[src/rtl/cpu_pkg.sv]
`default_nettype none
// ============================================================================
//  Module      : cpu_pkg
//  Description : Shared definitions for the PC sequencer: op encodings,
//                branch-vote modes and the sequencer FSM state encoding.
//  Revision    : 1.0 - initial release
// ============================================================================
package cpu_pkg;

    // Sequencer operation encodings (3-bit op field)
    typedef enum logic [2:0] {
        OP_NEXT = 3'd0,
        OP_J    = 3'd1,
        OP_JAL  = 3'd2,
        OP_JR   = 3'd3,
        OP_RET  = 3'd4,
        OP_BR   = 3'd5,
        OP_HALT = 3'd6,
        OP_RSVD = 3'd7
    } op_e;

    // Cross-core branch vote rules
    localparam int BR_ANY   = 0;
    localparam int BR_ALL   = 1;
    localparam int BR_CORE0 = 2;

    // Sequencer FSM states
    typedef enum logic [0:0] {
        ST_RUN    = 1'b0,
        ST_HALTED = 1'b1
    } seq_state_e;

endpackage : cpu_pkg
`default_nettype wire

[src/rtl/return_address_stack.sv]
`default_nettype none
// ============================================================================
//  Module      : return_address_stack
//  Description : Circular return-address stack. A push into a full stack
//                overwrites the oldest entry; a pop returns the most recent
//                valid entry.
//  Ports       : clk, reset        - clock, synchronous active-high reset
//                push, push_data   - write push_data as the new top
//                pop               - discard the top entry (ignored if empty)
//                top_data          - most recent valid entry (valid if !empty)
//                empty, full       - occupancy flags
//                overflow          - push while full (combinational)
//  Revision    : 1.0 - initial release
// ============================================================================
module return_address_stack #(
    parameter int WIDTH = 32,
    parameter int DEPTH = 4
) (
    input  logic             clk,
    input  logic             reset,
    input  logic             push,
    input  logic             pop,
    input  logic [WIDTH-1:0] push_data,
    output logic [WIDTH-1:0] top_data,
    output logic             empty,
    output logic             full,
    output logic             overflow
);

    localparam int PTR_W = (DEPTH > 1) ? $clog2(DEPTH) : 1;
    localparam logic [PTR_W:0] CNT_MAX = (PTR_W+1)'(DEPTH);

    logic [WIDTH-1:0] mem [DEPTH];
    logic [PTR_W-1:0] wr_ptr;   // next slot to write; top is wr_ptr-1
    logic [PTR_W:0]   count;

    assign empty    = (count == '0);
    assign full     = (count == CNT_MAX);
    assign overflow = push & full;
    assign top_data = mem[wr_ptr - PTR_W'(1)];

    // Pointer wrap is implicit because DEPTH is a power of two.
    always_ff @(posedge clk) begin
        if (reset) begin
            wr_ptr <= '0;
            count  <= '0;
        end else if (push) begin
            wr_ptr <= wr_ptr + PTR_W'(1);
            if (!full) begin
                count <= count + (PTR_W+1)'(1);
            end
        end else if (pop && !empty) begin
            wr_ptr <= wr_ptr - PTR_W'(1);
            count  <= count - (PTR_W+1)'(1);
        end
    end

    // Storage is not reset; count alone defines which entries are valid.
    always_ff @(posedge clk) begin
        if (!reset && push) begin
            mem[wr_ptr] <= push_data;
        end
    end

endmodule : return_address_stack
`default_nettype wire

[src/rtl/pc_sequencer.sv]
`default_nettype none
// ============================================================================
//  Module      : pc_sequencer
//  Description : Program-counter sequencer shared by lockstep cores. Handles
//                sequential fetch, J, JAL, JR, RET (via return-address
//                stack), voted conditional branch, stall and halt.
//  Ports       : clk, reset     - clock, synchronous active-high reset
//                stall          - freeze all state this cycle
//                op             - operation (cpu_pkg::op_e encoding)
//                jump_index     - J/JAL instruction index
//                branch_offset  - signed BR word offset
//                jr_addr        - JR target / RET fallback target
//                core_cond      - per-core branch conditions
//                pc_out         - current PC
//                link_addr      - return address of last JAL
//                link_valid     - pulse after an accepted JAL
//                halted         - sequencer is halted
//                ras_overflow   - pulse after JAL into a full stack
//                ras_underflow  - pulse after RET with an empty stack
//  Revision    : 1.0 - initial release
// ============================================================================
module pc_sequencer
    import cpu_pkg::*;
#(
    parameter int               WIDTH       = 32,
    parameter logic [WIDTH-1:0] RESET_PC    = '0,
    parameter int               CORES       = 4,
    parameter int               RAS_DEPTH   = 4,
    parameter int               BRANCH_MODE = 0
) (
    input  logic             clk,
    input  logic             reset,
    input  logic             stall,
    input  logic [2:0]       op,
    input  logic [25:0]      jump_index,
    input  logic [15:0]      branch_offset,
    input  logic [WIDTH-1:0] jr_addr,
    input  logic [CORES-1:0] core_cond,
    output logic [WIDTH-1:0] pc_out,
    output logic [WIDTH-1:0] link_addr,
    output logic             link_valid,
    output logic             halted,
    output logic             ras_overflow,
    output logic             ras_underflow
);

    seq_state_e       state, state_next;
    logic [WIDTH-1:0] pc_next, link_next;
    logic             link_valid_next, ovf_next, udf_next;
    logic             accept;
    logic [WIDTH-1:0] pc4, j_target, br_target, br_off;
    logic             vote;

    logic             ras_push, ras_pop;
    logic [WIDTH-1:0] ras_top;
    logic             ras_empty, ras_full, ras_ovf;
    logic             unused_ras_full;

    // ------------------------------------------------------------------
    // Target arithmetic
    // ------------------------------------------------------------------
    assign accept    = (state == ST_RUN) && !stall;
    assign pc4       = pc_out + WIDTH'(4);
    assign br_off    = {{(WIDTH-18){branch_offset[15]}}, branch_offset, 2'b00};
    assign br_target = pc4 + br_off;

    // J/JAL keep the upper region bits of pc4 when the PC is wider than 28.
    generate
        if (WIDTH > 28) begin : g_jtgt_region
            assign j_target = {pc4[WIDTH-1:28], jump_index, 2'b00};
        end else begin : g_jtgt_flat
            assign j_target = {jump_index, 2'b00};
        end
    endgenerate

    generate
        if (BRANCH_MODE == BR_ALL) begin : g_vote_all
            assign vote = &core_cond;
        end else if (BRANCH_MODE == BR_CORE0) begin : g_vote_core0
            assign vote = core_cond[0];
        end else begin : g_vote_any
            assign vote = |core_cond;
        end
    endgenerate

    // ------------------------------------------------------------------
    // Return-address stack
    // ------------------------------------------------------------------
    return_address_stack #(
        .WIDTH (WIDTH),
        .DEPTH (RAS_DEPTH)
    ) u_ras (
        .clk       (clk),
        .reset     (reset),
        .push      (ras_push),
        .pop       (ras_pop),
        .push_data (pc4),
        .top_data  (ras_top),
        .empty     (ras_empty),
        .full      (ras_full),
        .overflow  (ras_ovf)
    );

    // Overflow already folds in the full flag.
    assign unused_ras_full = ras_full;

    // ------------------------------------------------------------------
    // FSM state register
    // ------------------------------------------------------------------
    always_ff @(posedge clk) begin
        if (reset) begin
            state <= ST_RUN;
        end else begin
            state <= state_next;
        end
    end

    // ------------------------------------------------------------------
    // Next-state / next-PC decode
    // ------------------------------------------------------------------
    always_comb begin
        state_next      = state;
        pc_next         = pc_out;
        link_next       = link_addr;
        link_valid_next = 1'b0;
        ovf_next        = 1'b0;
        udf_next        = 1'b0;
        ras_push        = 1'b0;
        ras_pop         = 1'b0;

        if (accept) begin
            case (op_e'(op))
                OP_NEXT, OP_RSVD: pc_next = pc4;
                OP_J:             pc_next = j_target;
                OP_JAL: begin
                    pc_next         = j_target;
                    ras_push        = 1'b1;
                    link_next       = pc4;
                    link_valid_next = 1'b1;
                    ovf_next        = ras_ovf;
                end
                OP_JR:            pc_next = jr_addr;
                OP_RET: begin
                    if (ras_empty) begin
                        pc_next  = jr_addr;
                        udf_next = 1'b1;
                    end else begin
                        pc_next = ras_top;
                        ras_pop = 1'b1;
                    end
                end
                OP_BR:            pc_next = vote ? br_target : pc4;
                OP_HALT:          state_next = ST_HALTED;
                default:          pc_next = pc4;
            endcase
        end
    end

    // ------------------------------------------------------------------
    // Output registers; pulses are recomputed every cycle so never held.
    // ------------------------------------------------------------------
    always_ff @(posedge clk) begin
        if (reset) begin
            pc_out        <= RESET_PC;
            link_addr     <= '0;
            link_valid    <= 1'b0;
            ras_overflow  <= 1'b0;
            ras_underflow <= 1'b0;
        end else begin
            pc_out        <= pc_next;
            link_addr     <= link_next;
            link_valid    <= link_valid_next;
            ras_overflow  <= ovf_next;
            ras_underflow <= udf_next;
        end
    end

    assign halted = (state == ST_HALTED);

endmodule : pc_sequencer
`default_nettype wire

[config.mk]
export PLATFORM = sky130hd
export DESIGN_NAME = pc_sequencer
export DESIGN_NICKNAME = d
export VERILOG_FILES = /design/src/rtl/cpu_pkg.sv /design/src/rtl/return_address_stack.sv /design/src/rtl/pc_sequencer.sv
export SDC_FILE = /design/constraint.sdc
export NUM_CORES = 1
export LEC_CHECK = 0
export CAP_MARGIN = 5
export CORE_ASPECT_RATIO = 1.25
export CORE_MARGIN = 1.5
export CORE_UTILIZATION = 40
export DETAILED_ROUTE_END_ITERATION = 10
export SLEW_MARGIN = 10
export SYNTH_ARGS = -nofsm -noshare
export SYNTH_HDL_FRONTEND = slang
export SYNTH_SLANG_ARGS = --single-unit
[constraint.sdc]
create_clock -name clk -period 10.55 [get_ports clk]
set_input_delay 1.055 -clock clk [delete_from_list [all_inputs] [get_ports clk]]
set_output_delay 1.055 -clock clk [all_outputs]
set_load 0.01 [all_outputs]
==> out/metrics.cfg <==
[outcome]
status=finished, final reports clean

[power_and_ir_drop]
seqPwrFrac=0.432
ir_drop_v=0.0000962
switching_power_uw=588
clkPwrFrac=0.360
leakagePower_uw=0.00504
p_sw_frac=0.286
total_power_uw=2050
cell_internal_pwr_uw=1470
cellPowerDensity_nw_per_um2=146
pwr-share-comb=0.208

[synthesis]
async_flop_share=0
ys_types=65
synth_warnings=0
yosys.area.top_type_share=0.332
synth_common_cells=edfxtp_1, nand2_1, nor2_1, a21oi_1, dfxtp_1
synth_area_leaders=edfxtp_1, dfxtp_1, mux4_2
synth_flop_cell=edfxtp_1
synth_area_um2=11600
synth-seq-cells=201
yosysMostFrequentCell=edfxtp_1
syn_inst=1159
synth_edf_count=128
syn_avg_cell_area_um2=9.98
syn-num-nets=1287
synth_top_cell_by_area=edfxtp_1
seq_area_frac_synth=0.459

[clock_network]
cts_resized=0
clock_latency_ns=0.50
cts_root_buf=clkbuf_16
cts.htree.levels=1
cts_num_sinks=201
numCtsBuffers=21
cts_max_path_buffers=3
path_clk_slew_ns=0.06
cts_setup_buffers=0
cts_tree=yes
cts_hold_buf=0

[critical_path]
critPathBufInv=0
required_ns=10.94
crit_arrival_ns=5.00
crit_top_cell=nor2_1
critPathTopFamily=compound AO/OA/AOI/OAI gates
cp_max_fo=7
cp-start-kind=flop
crit_type=reg2reg
crit_path_cell_trace=ha_1 > nand3_1 > nor2_1 > nand3_1 > nor2_1 > xor2_1 > ha_1 > a21o_1 > a21o_1 > a221oi_1 > a21oi_4 > a21boi_0 > xor2_1 > mux2i_1 > a211oi_1 > nor2_1
end_kind=flop
cpPeakStageDelay_ns=0.63
cp_slowest_cell=xor2_1

[grt]
grt_overflow=0
grtUsageTotal=0.254
grt_pass1_vias=9534
antenna_found_initial=0
grt_max_degree=59
grt_first_pass_wirelength_um=57800

[place]
pre_cts_ws_ns=5.98
hpwl_um=27500
routabilityCongestion=0.917
dp_cells=1616
portBuffers=151

[sta]
finalSetupViolations=0
rsz0062_at_grt=false
slew_violations=0
skew_ns=0.0125
post-route-period-util=0.438
fin_tns_setup_ns=0
fin_ws_ns=5.93
worst_slew_pin_slew_ns=1.09
fin_crit_ns=4.62
hold_violations=0
relSlewSlack=0.271
max_freq_mhz=217

[route]
route.detailed.drc=0
wl_per_cell_um=23.3
drt.antenna.violating_nets=0
vias=9957
routed_wl_um=38600
first_iter_violations=799
drt_pass1_iterations=5
via_per_inst=6.02

[cells_and_area]
synthToLayoutAreaGrowth_pct=21.7
fin_nets=1412
drive_gt1_frac=0.0978
fin_util=0.495
antenna_cells=0
layout.cells.non_filler=1653

[floorplan]
die_h_um=193
io_pins=152
dieWidth_um=155
initial_core_util=0.407
rows=69
coreArea_um2=28400
dieArea_um2=29900

[flow_run]
maxCapViolCount=0

[hold_path]
hold_path.class=reg2reg

==> power groups by stage <==
stage          sequential, uW  combinational (uW)  clock (uW)
3_3_place_gp              905                 418           0
6_report                  889                 427         739
4_1_cts                   888                 422         755
3_5_place_dp              905                 420           0
5_1_grt                   891                 461         781
2_1_floorplan             901                 251           0
==> layout by cell type, fill, tap and decap left out, drive strengths merged, types with 12 or more instances in the layout <==
| master | netlist | routed |
|---|---|---|
| a22oi | 13 | 13 |
| edfxtp | 128 | 128 |
| buf | 18 | 26 |
| xor2 | 20 | 20 |
| mux4 | 32 | 32 |
| a21oi | 94 | 94 |
| nand3 | 25 | 25 |
| mux2 | 19 | 19 |
| ha | 42 | 42 |
| nor2 | 112 | 112 |
| a21boi | 12 | 12 |
| mux2i | 14 | 14 |
| a211oi | 22 | 22 |
| clkdlybuf4s50 | 0 | 148 |
| inv | 36 | 36 |
| xnor2 | 29 | 29 |
| dfxtp | 73 | 73 |
| clkbuf | 54 | 28 |
| nand2 | 122 | 122 |
| o21ai | 72 | 72 |
| nor3 | 38 | 38 |
| a31oi | 21 | 21 |
| and3 | 17 | 17 |
| a21o | 13 | 13 |
==> registers in the layout, summed over array words and instances (netlist names) <==
name and flops:
ras_overflow 1, ras_underflow 1, link_valid 1, link_addr 32
u_ras.wr_ptr 2, u_ras.mem 128, halted 1, pc_out 32
u_ras.count 3
==> tightest hold or removal path: stages (launching register included) <==
cell	delay, ns
dfxtp_1	0.31
nand2_1	0.05
a21oi_1	0.05
==> per-layer routing <==
layer | vias to the layer above | GRT usage | share of wire | wire [um]
met5 | - | 0 | 0 | 0
li1 | 4577 | - | - | -
met2 | 410 | 0.420 | 0.47 | 18000
met4 | 0 | 0.0784 | 0.028 | 1090
met1 | 4899 | 0.357 | 0.44 | 17100
met3 | 71 | 0.0208 | 0.062 | 2390
==> metrics by stage <==
step / hold slack (ns) / cell area (um2)
global placement: 0.440 / 13400
CTS: 0.454 / 14100
floorplan: 0.481 / 11600
finish: 0.452 / 14100
global route: 0.484 / 14100
detailed placement: 0.445 / 13400
==> path summary, 6_finish.rpt <==
check	start	endpoint	slack (ns)	depth (start not counted)
setup / recovery	pc_out[2]	pc_out[23]	5.93	16
hold / removal	link_addr[0]	link_addr[0]	0.45	2
setup reg to reg	pc_out[2]	pc_out[23]	5.93	16
hold reg to reg	link_addr[0]	link_addr[0]	0.45	2
==> logic make-up after synthesis <==
group	Yosys count	share of synthesized area
and+or+nand+nor	365	0.143
AOI/OAI and AO/OA	326	0.182
DFF	201	0.459
buffers and inverters	109	0.0379
muxes	65	0.0929
xor gates and xnor gates	49	0.0371
adders and majority gates	44	0.0489
==> area by class of cell <==
cell class	instances	area [um2]
timing repair buffer	174	1670
inverter	37	139
clock buffer	28	572
tap	355	444
multi-input combinational	849	5840
fill	2593	14300
sequential	201	5310
clock inverter	9	100
(Power assumes the default switching activity.)
